--- config.mk ---
export PLATFORM = sky130hd
export DESIGN_NAME = ps2_scan_rx
export DESIGN_NICKNAME = d
export VERILOG_FILES = /design/src/rtl/ps2_pkg.sv /design/src/rtl/ps2_code_fifo.sv /design/src/rtl/ps2_scan_rx.sv
export SDC_FILE = /design/constraint.sdc
export NUM_CORES = 1
export LEC_CHECK = 0
export CORE_UTILIZATION = 47
export CTS_CLUSTER_DIAMETER = 200
export DETAILED_ROUTE_END_ITERATION = 10
export GPL_ROUTABILITY_DRIVEN = 0
export SLEW_MARGIN = 40
export SYNTH_ARGS = -nofsm -noshare
export SYNTH_HDL_FRONTEND = slang
export SYNTH_SLANG_ARGS = --single-unit
--- constraint.sdc ---
create_clock -name clk -period 4.64 [get_ports clk]
set_clock_uncertainty 0.05 [all_clocks]
set_input_delay 1.392 -clock clk [delete_from_list [all_inputs] [get_ports clk]]
set_output_delay 1.392 -clock clk [all_outputs]
set_load 0.02 [all_outputs]
--- src/rtl/ps2_pkg.sv ---
//==============================================================================
// Module      : ps2_pkg
// Description : Shared types and constants for the PS/2 scancode receiver.
//               Holds the frame-receive FSM state encoding and the two
//               scancode prefix bytes (extended and break).
// Revision    : 1.0 - initial release
//==============================================================================
`default_nettype none

package ps2_pkg;

    // Frame-receive FSM states. Explicit 2-bit encoding.
    typedef enum logic [1:0] {
        IDLE   = 2'd0,
        DATA   = 2'd1,
        PARITY = 2'd2,
        STOP   = 2'd3
    } ps2_state_e;

    // Scancode prefix bytes.
    localparam logic [7:0] PS2_PFX_EXT = 8'hE0;
    localparam logic [7:0] PS2_PFX_BRK = 8'hF0;

endpackage : ps2_pkg

`default_nettype wire

--- src/rtl/ps2_code_fifo.sv ---
//==============================================================================
// Module      : ps2_code_fifo
// Description : First-word-fall-through FIFO for received scancodes.
//               The head entry is visible on head_data whenever head_valid
//               is high. A push while full is dropped (overflow pulse) unless
//               a pop happens in the same cycle, in which case both proceed.
// Revision    : 1.0 - initial release
//
// Parameters  : WIDTH - entry width in bits
//               DEPTH - number of entries (power of 2, minimum 2)
// Ports       : clk        - system clock (rising edge)
//               rst_n      - asynchronous active-low reset
//               push       - write push_data this cycle
//               push_data  - entry to write
//               pop        - remove head entry this cycle
//               head_data  - entry at the FIFO head
//               head_valid - FIFO not empty
//               count      - current occupancy
//               overflow   - one-cycle pulse when a push was dropped
//==============================================================================
`default_nettype none

module ps2_code_fifo #(
    parameter int WIDTH = 8,
    parameter int DEPTH = 8
) (
    input  logic                     clk,
    input  logic                     rst_n,
    input  logic                     push,
    input  logic [WIDTH-1:0]         push_data,
    input  logic                     pop,
    output logic [WIDTH-1:0]         head_data,
    output logic                     head_valid,
    output logic [$clog2(DEPTH):0]   count,
    output logic                     overflow
);

    localparam int AW = $clog2(DEPTH);
    localparam int CW = AW + 1;

    logic [WIDTH-1:0] mem_q [DEPTH];
    logic [WIDTH-1:0] mem_d [DEPTH];
    logic [AW-1:0]    wr_ptr_q, wr_ptr_d;
    logic [AW-1:0]    rd_ptr_q, rd_ptr_d;
    logic [CW-1:0]    count_q, count_d;
    logic             overflow_q, overflow_d;

    logic full, empty, pop_ok, push_ok;

    assign full    = (count_q == CW'(DEPTH));
    assign empty   = (count_q == '0);
    assign pop_ok  = pop & ~empty;
    // When full, a simultaneous pop frees the slot the push will use.
    assign push_ok = push & (~full | pop_ok);

    always_comb begin
        mem_d      = mem_q;
        wr_ptr_d   = wr_ptr_q;
        rd_ptr_d   = rd_ptr_q;
        count_d    = count_q;
        overflow_d = push & full & ~pop_ok;

        if (push_ok) begin
            mem_d[wr_ptr_q] = push_data;
            wr_ptr_d        = wr_ptr_q + AW'(1);
        end
        if (pop_ok) begin
            rd_ptr_d = rd_ptr_q + AW'(1);
        end

        case ({push_ok, pop_ok})
            2'b10:   count_d = count_q + CW'(1);
            2'b01:   count_d = count_q - CW'(1);
            default: count_d = count_q;
        endcase
    end

    always_ff @(posedge clk or negedge rst_n) begin
        if (!rst_n) begin
            for (int i = 0; i < DEPTH; i++) begin
                mem_q[i] <= '0;
            end
            wr_ptr_q   <= '0;
            rd_ptr_q   <= '0;
            count_q    <= '0;
            overflow_q <= 1'b0;
        end else begin
            mem_q      <= mem_d;
            wr_ptr_q   <= wr_ptr_d;
            rd_ptr_q   <= rd_ptr_d;
            count_q    <= count_d;
            overflow_q <= overflow_d;
        end
    end

    assign head_data  = mem_q[rd_ptr_q];
    assign head_valid = ~empty;
    assign count      = count_q;
    assign overflow   = overflow_q;

endmodule : ps2_code_fifo

`default_nettype wire

--- src/rtl/ps2_scan_rx.sv ---
//==============================================================================
// Module      : ps2_scan_rx
// Description : PS/2 keyboard scancode receiver. Synchronises the raw PS/2
//               clock and data lines, receives 11-bit frames (start, 8 data
//               LSB first, odd parity, stop) sampled on ps2_clk falling edges,
//               checks parity/stop/inter-edge timeout and queues good bytes
//               in a first-word-fall-through FIFO.
// Revision    : 1.0 - initial release
//
// Build option: PS2_PREFIX_DECODE_EN - when defined, 0xE0/0xF0 prefix bytes
//               are absorbed into pending flags and attached to the next
//               non-prefix code (code_ext / code_break). When undefined,
//               every good byte is queued and both flags read 0.
//
// Parameters  : SYNC_STAGES - synchroniser depth on ps2_clk/ps2_data (>= 2)
//               TIMEOUT_CYC - max clk cycles between falling edges in a frame
//               FIFO_DEPTH  - scancode FIFO entries (power of 2, >= 2)
// Ports       : clk        - system clock (rising edge)
//               rst_n      - asynchronous active-low reset
//               ps2_clk    - raw PS/2 clock line
//               ps2_data   - raw PS/2 data line
//               code_data  - scancode at FIFO head
//               code_break - head code was preceded by 0xF0
//               code_ext   - head code was preceded by 0xE0
//               code_valid - FIFO not empty
//               code_ready - consumer accepts the head entry
//               frame_err  - one-cycle pulse on parity/stop/timeout error
//               overflow   - one-cycle pulse when a good frame is dropped
//               fifo_count - FIFO occupancy
//==============================================================================
`default_nettype none

module ps2_scan_rx
    import ps2_pkg::*;
#(
    parameter int SYNC_STAGES = 2,
    parameter int TIMEOUT_CYC = 50000,
    parameter int FIFO_DEPTH  = 8
) (
    input  logic                          clk,
    input  logic                          rst_n,
    input  logic                          ps2_clk,
    input  logic                          ps2_data,
    output logic [7:0]                    code_data,
    output logic                          code_break,
    output logic                          code_ext,
    output logic                          code_valid,
    input  logic                          code_ready,
    output logic                          frame_err,
    output logic                          overflow,
    output logic [$clog2(FIFO_DEPTH):0]   fifo_count
);

    localparam int TMO_W = $clog2(TIMEOUT_CYC + 1);
`ifdef PS2_PREFIX_DECODE_EN
    localparam int ENTRY_W = 10;  // {break, ext, code}
`else
    localparam int ENTRY_W = 8;   // code only
`endif

    // ------------------------------------------------------------------
    // Input synchronisers and falling-edge detect
    // ------------------------------------------------------------------
    logic [SYNC_STAGES-1:0] clk_sync_q, clk_sync_d;
    logic [SYNC_STAGES-1:0] dat_sync_q, dat_sync_d;
    logic                   clk_prev_q, clk_prev_d;
    logic                   ps2_clk_s, ps2_data_s, fall;

    assign ps2_clk_s  = clk_sync_q[SYNC_STAGES-1];
    assign ps2_data_s = dat_sync_q[SYNC_STAGES-1];
    assign fall       = clk_prev_q & ~ps2_clk_s;

    always_comb begin
        clk_sync_d = {clk_sync_q[SYNC_STAGES-2:0], ps2_clk};
        dat_sync_d = {dat_sync_q[SYNC_STAGES-2:0], ps2_data};
        clk_prev_d = ps2_clk_s;
    end

    // ------------------------------------------------------------------
    // Frame-receive FSM
    // ------------------------------------------------------------------
    ps2_state_e       state_q, state_d;
    logic [2:0]       bit_cnt_q, bit_cnt_d;
    logic [7:0]       shift_q, shift_d;
    logic             parity_q, parity_d;
    logic [TMO_W-1:0] tmo_cnt_q, tmo_cnt_d;
    logic             frame_err_q, frame_err_d;
    logic             push_q, push_d;
    logic [7:0]       push_data_q, push_data_d;
`ifdef PS2_PREFIX_DECODE_EN
    logic             pend_brk_q, pend_brk_d;
    logic             pend_ext_q, pend_ext_d;
    logic             push_brk_q, push_brk_d;
    logic             push_ext_q, push_ext_d;
`endif
    logic             frame_good;

    // Odd parity over data+parity, and stop bit (sampled now) must be 1.
    assign frame_good = (^{shift_q, parity_q}) & ps2_data_s;

    always_comb begin
        state_d     = state_q;
        bit_cnt_d   = bit_cnt_q;
        shift_d     = shift_q;
        parity_d    = parity_q;
        frame_err_d = 1'b0;
        push_d      = 1'b0;
        push_data_d = push_data_q;
`ifdef PS2_PREFIX_DECODE_EN
        pend_brk_d  = pend_brk_q;
        pend_ext_d  = pend_ext_q;
        push_brk_d  = push_brk_q;
        push_ext_d  = push_ext_q;
`endif

        if ((state_q == IDLE) || fall) begin
            tmo_cnt_d = '0;
        end else begin
            tmo_cnt_d = tmo_cnt_q + TMO_W'(1);
        end

        case (state_q)
            IDLE: begin
                if (fall && !ps2_data_s) begin
                    state_d   = DATA;
                    bit_cnt_d = 3'd0;
                end
            end
            DATA: begin
                if (fall) begin
                    shift_d   = {ps2_data_s, shift_q[7:1]};
                    bit_cnt_d = bit_cnt_q + 3'd1;
                    if (bit_cnt_q == 3'd7) begin
                        state_d = PARITY;
                    end
                end
            end
            PARITY: begin
                if (fall) begin
                    parity_d = ps2_data_s;
                    state_d  = STOP;
                end
            end
            STOP: begin
                if (fall) begin
                    state_d = IDLE;
                    if (frame_good) begin
`ifdef PS2_PREFIX_DECODE_EN
                        if (shift_q == PS2_PFX_EXT) begin
                            pend_ext_d = 1'b1;
                        end else if (shift_q == PS2_PFX_BRK) begin
                            pend_brk_d = 1'b1;
                        end else begin
                            push_d      = 1'b1;
                            push_data_d = shift_q;
                            push_brk_d  = pend_brk_q;
                            push_ext_d  = pend_ext_q;
                            pend_brk_d  = 1'b0;
                            pend_ext_d  = 1'b0;
                        end
`else
                        push_d      = 1'b1;
                        push_data_d = shift_q;
`endif
                    end else begin
                        frame_err_d = 1'b1;
`ifdef PS2_PREFIX_DECODE_EN
                        pend_brk_d  = 1'b0;
                        pend_ext_d  = 1'b0;
`endif
                    end
                end
            end
            default: state_d = IDLE;
        endcase

        // Stalled mid-frame: give up and resynchronise on the next start bit.
        if ((state_q != IDLE) && !fall && (tmo_cnt_q == TMO_W'(TIMEOUT_CYC))) begin
            state_d     = IDLE;
            frame_err_d = 1'b1;
`ifdef PS2_PREFIX_DECODE_EN
            pend_brk_d  = 1'b0;
            pend_ext_d  = 1'b0;
`endif
        end
    end

    always_ff @(posedge clk or negedge rst_n) begin
        if (!rst_n) begin
            // Idle-high synchroniser reset avoids a false edge on release.
            clk_sync_q  <= '1;
            dat_sync_q  <= '1;
            clk_prev_q  <= 1'b1;
            state_q     <= IDLE;
            bit_cnt_q   <= '0;
            shift_q     <= '0;
            parity_q    <= 1'b0;
            tmo_cnt_q   <= '0;
            frame_err_q <= 1'b0;
            push_q      <= 1'b0;
            push_data_q <= '0;
`ifdef PS2_PREFIX_DECODE_EN
            pend_brk_q  <= 1'b0;
            pend_ext_q  <= 1'b0;
            push_brk_q  <= 1'b0;
            push_ext_q  <= 1'b0;
`endif
        end else begin
            clk_sync_q  <= clk_sync_d;
            dat_sync_q  <= dat_sync_d;
            clk_prev_q  <= clk_prev_d;
            state_q     <= state_d;
            bit_cnt_q   <= bit_cnt_d;
            shift_q     <= shift_d;
            parity_q    <= parity_d;
            tmo_cnt_q   <= tmo_cnt_d;
            frame_err_q <= frame_err_d;
            push_q      <= push_d;
            push_data_q <= push_data_d;
`ifdef PS2_PREFIX_DECODE_EN
            pend_brk_q  <= pend_brk_d;
            pend_ext_q  <= pend_ext_d;
            push_brk_q  <= push_brk_d;
            push_ext_q  <= push_ext_d;
`endif
        end
    end

    assign frame_err = frame_err_q;

    // ------------------------------------------------------------------
    // Scancode FIFO
    // ------------------------------------------------------------------
    logic [ENTRY_W-1:0] push_entry;
    logic [ENTRY_W-1:0] head_entry;
    logic               fifo_pop;

`ifdef PS2_PREFIX_DECODE_EN
    assign push_entry = {push_brk_q, push_ext_q, push_data_q};
`else
    assign push_entry = push_data_q;
`endif

    assign fifo_pop = code_valid & code_ready;

    ps2_code_fifo #(
        .WIDTH (ENTRY_W),
        .DEPTH (FIFO_DEPTH)
    ) u_fifo (
        .clk        (clk),
        .rst_n      (rst_n),
        .push       (push_q),
        .push_data  (push_entry),
        .pop        (fifo_pop),
        .head_data  (head_entry),
        .head_valid (code_valid),
        .count      (fifo_count),
        .overflow   (overflow)
    );

`ifdef PS2_PREFIX_DECODE_EN
    assign code_data  = head_entry[7:0];
    assign code_ext   = head_entry[8];
    assign code_break = head_entry[9];
`else
    assign code_data  = head_entry;
    assign code_ext   = 1'b0;
    assign code_break = 1'b0;
`endif

endmodule : ps2_scan_rx

`default_nettype wire

==> key figures <==
Layout
  • P&R area growth vs syn: 17.6%
  • ANT cells: 0
  • Most frequent cells in the layout: dfrtp_1 (115), mux2_2 (89), nor2_1 (25)
  • Finished Layout Cells: 583
  • Commonest non-fill, non-tap cell in the layout: dfrtp_1
  • # nets final: 444
  • Final Cell Area: 0.00657 mm2
  • Share of layout cells above drive strength 1: 0.368

Global routing
  • GR Util All Layers: 0.196
  • First-pass GRT wire length: 18,000 um
  • Antenna violations before repair: 0
  • Pin count of the biggest net entering global routing: 66
  • GRT overflow: 0
  • Vias in the first global route: 3,461

STA
  • Slew Limit Fails: 0
  • Fin. Hold Viols: 0
  • Worst-Margin Slew: 0.849 ns
  • Slew Limit Headroom: 0.432
  • Min Tclk post-route: 4.11 ns
  • Final setup fails: 0
  • RSZ-0062 raised after global routing: no
  • Total negative setup slack: 0 ns
  • Final Worst Setup Slack: 0.529 ns
  • Max Freq: 243 MHz
  • Period utilization: 0.886

Run
  • Max capacitance violation total: 0

Die
  • Full die area: 0.0123 mm2
  • Die width: 111 um
  • Core Region: 0.0115 mm2
  • Ports: 22
  • Initial core utilization: 0.485
  • Height of the die: 111 um
  • Row count: 39

CTS
  • H-tree depth: 4
  • Post-CTS Hold Buffers: 0
  • Clock transition at path regs: 0.05 ns
  • Clock Sinks: 120
  • Skew-Pair Late Insertion Delay: 0.41 ns
  • Clock root buffer master: clkbuf_16
  • CTS max path bufs: 2
  • TritonCTS clock tree: built
  • Post-CTS setup buffers: 0
  • Inserted Clock Buffers: 17
  • CTS resizes: 0

Logic synthesis
  • Cells after Synth: 398
  • Yosys warnings: 0
  • Asr flop ratio synth: 1.00
  • Synth Flop Type: dfrtp_1
  • Synthesized area: 0.00559 mm2
  • EDFF count, synth: 0
  • Post-synthesis sequential area ratio: 0.538
  • Synthesized flop and latch total: 120
  • Mean Syn Cell Area: 14.0 um2
  • Yosys cell types: 54

Placement
  • HPWL after DPL: 6720 um
  • Setup WS pre-CTS: 0.923 ns
  • Dpl cells: 551
  • PortBufs: 19
  • Post-place instance area: 0.00594 mm2

Routing
  • DRT Wirelength: 10,400 um
  • Routed length per instance: 17.9 um
  • Initial DRC count: 139
  • Antenna Nets Post-Route: 0
  • DRC Markers: 2
  • Routed via count: 3,202
  • Detailed Routing Iterations Pass 1: 7
  • Vias/cell: 5.49

Critical path
  • Crit path max fanout: 11
  • Startpoint types: register
  • Critical-path top delay cell: dfrtp_1
  • Crit path buf inv count: 2
  • Crit-path cells: buf_12 > mux4_2 > mux2_2 > clkdlybuf4s50_1
  • WP data arrival: 2.67 ns
  • CP endpoint kind: primary output
  • Critical Path Start: u_fifo.rd_ptr_q[0]
  • Critical R2R Launch: clk_prev_q
  • Critical path data required time: 3.20 ns
  • CP peak stage delay: 0.69 ns
  • WS Path Type: register to primary output
  • CP delay by family, top: multiplexers

Outcome
  • Failing checks: DRC
  • Status: finished, violations left

Power
  • Maximum VDD drop: 0.000406 V
  • Leak: 0.00312 uW
  • Design Power: 3460 uW
  • Power Dens Cells: 526 mW/mm2

Worst hold path
  • Hold/Removal Path Class: register to register
  • HP Start: clk_sync_q[0]
[path summary, 6_finish.rpt]
path,endpoint,cells past startpoint,slack (ns)
worst max-delay path,code_data[0],4,0.53
min in group asynchronous,u_fifo.mem_q[41],1,0.91
worst min register to register,clk_sync_q[1],0,0.31
worst max register to register,frame_err,5,2.35
worst min-delay path,clk_sync_q[1],0,0.31
max in group asynchronous,clk_sync_q[1],2,2.86
[where the power goes]
group	switching, uW	internal, uW
Combinational	322	380
Clock	446	927
Sequential	225	1160
[routing by layer]
layer,vias to the layer above,GRT usage,part of all wire
met5,-,0,0
met4,0,0.0811,0.015
met3,14,0.0558,0.024
met2,35,0.331,0.51
met1,1652,0.235,0.45
li1,1501,-,-
[synth_stat cells, drive strengths merged, types with 8 or more instances]
| library cell | count | area share |
|---|---|---|
| o21ai | 10 | 0.0096 |
| buf | 9 | 0.0087 |
| xnor2 | 15 | 0.025 |
| mux2 | 89 | 0.18 |
| mux4 | 16 | 0.064 |
| nand3 | 11 | 0.012 |
| nor2 | 25 | 0.017 |
| inv | 8 | 0.0054 |
| dfrtp | 115 | 0.51 |
| nand2 | 18 | 0.014 |
| ha | 12 | 0.027 |
| xor2 | 10 | 0.016 |
[logic make-up after synthesis]
group,after synthesis,synth area share
adder cells (fa/ha/maj),12,0.0269
other,1,0.000671
flip-flops,120,0.538
XOR/XNOR,26,0.0445
AO/OA/AOI/OAI,28,0.0327
buffers and inverters,23,0.0181
AND/OR/NAND/NOR,83,0.0949
multiplexers,105,0.244
[layout make-up]
| cell class | instances | area, um2 |
|---|---|---|
| clock buffers | 25 | 515 |
| clock inverters | 7 | 113 |
| fillers | 949 | 4950 |
| inverters | 8 | 30.0 |
| multi-input cells | 256 | 2480 |
| flip-flops and latches | 120 | 3010 |
| well taps | 143 | 179 |
| repair buffers | 24 | 241 |
[worst register-to-register path, delay by kind of cell, from the launching register on]
kind	cells	cell delay, ns
simple gates	3	1.33
flops	1	0.50
compound gates	2	0.27
[sequential cells by signal (all words and copies together) (netlist names)]
name and flops:
u_fifo.rd_ptr_q 3, parity_q 1, push_q 1, dat_sync_q 2, tmo_cnt_q 16, push_data_q 8
u_fifo.wr_ptr_q 3, u_fifo.count 4, frame_err 1, u_fifo.mem_q 64, clk_prev_q 1, clk_sync_q 2
state_q 2, bit_cnt_q 3, shift_q 8, u_fifo.overflow 1
[through the flow]
| step | utilization | hold slack [ns] |
|---|---|---|
| finish | 0.571 | 0.308 |
| global route | 0.571 | 0.312 |
| detailed placement | 0.516 | 0.299 |
| CTS | 0.570 | 0.310 |
| floorplan | - | 0.295 |
| global placement | 0.516 | 0.297 |
Power figures use the tool's default switching activity.
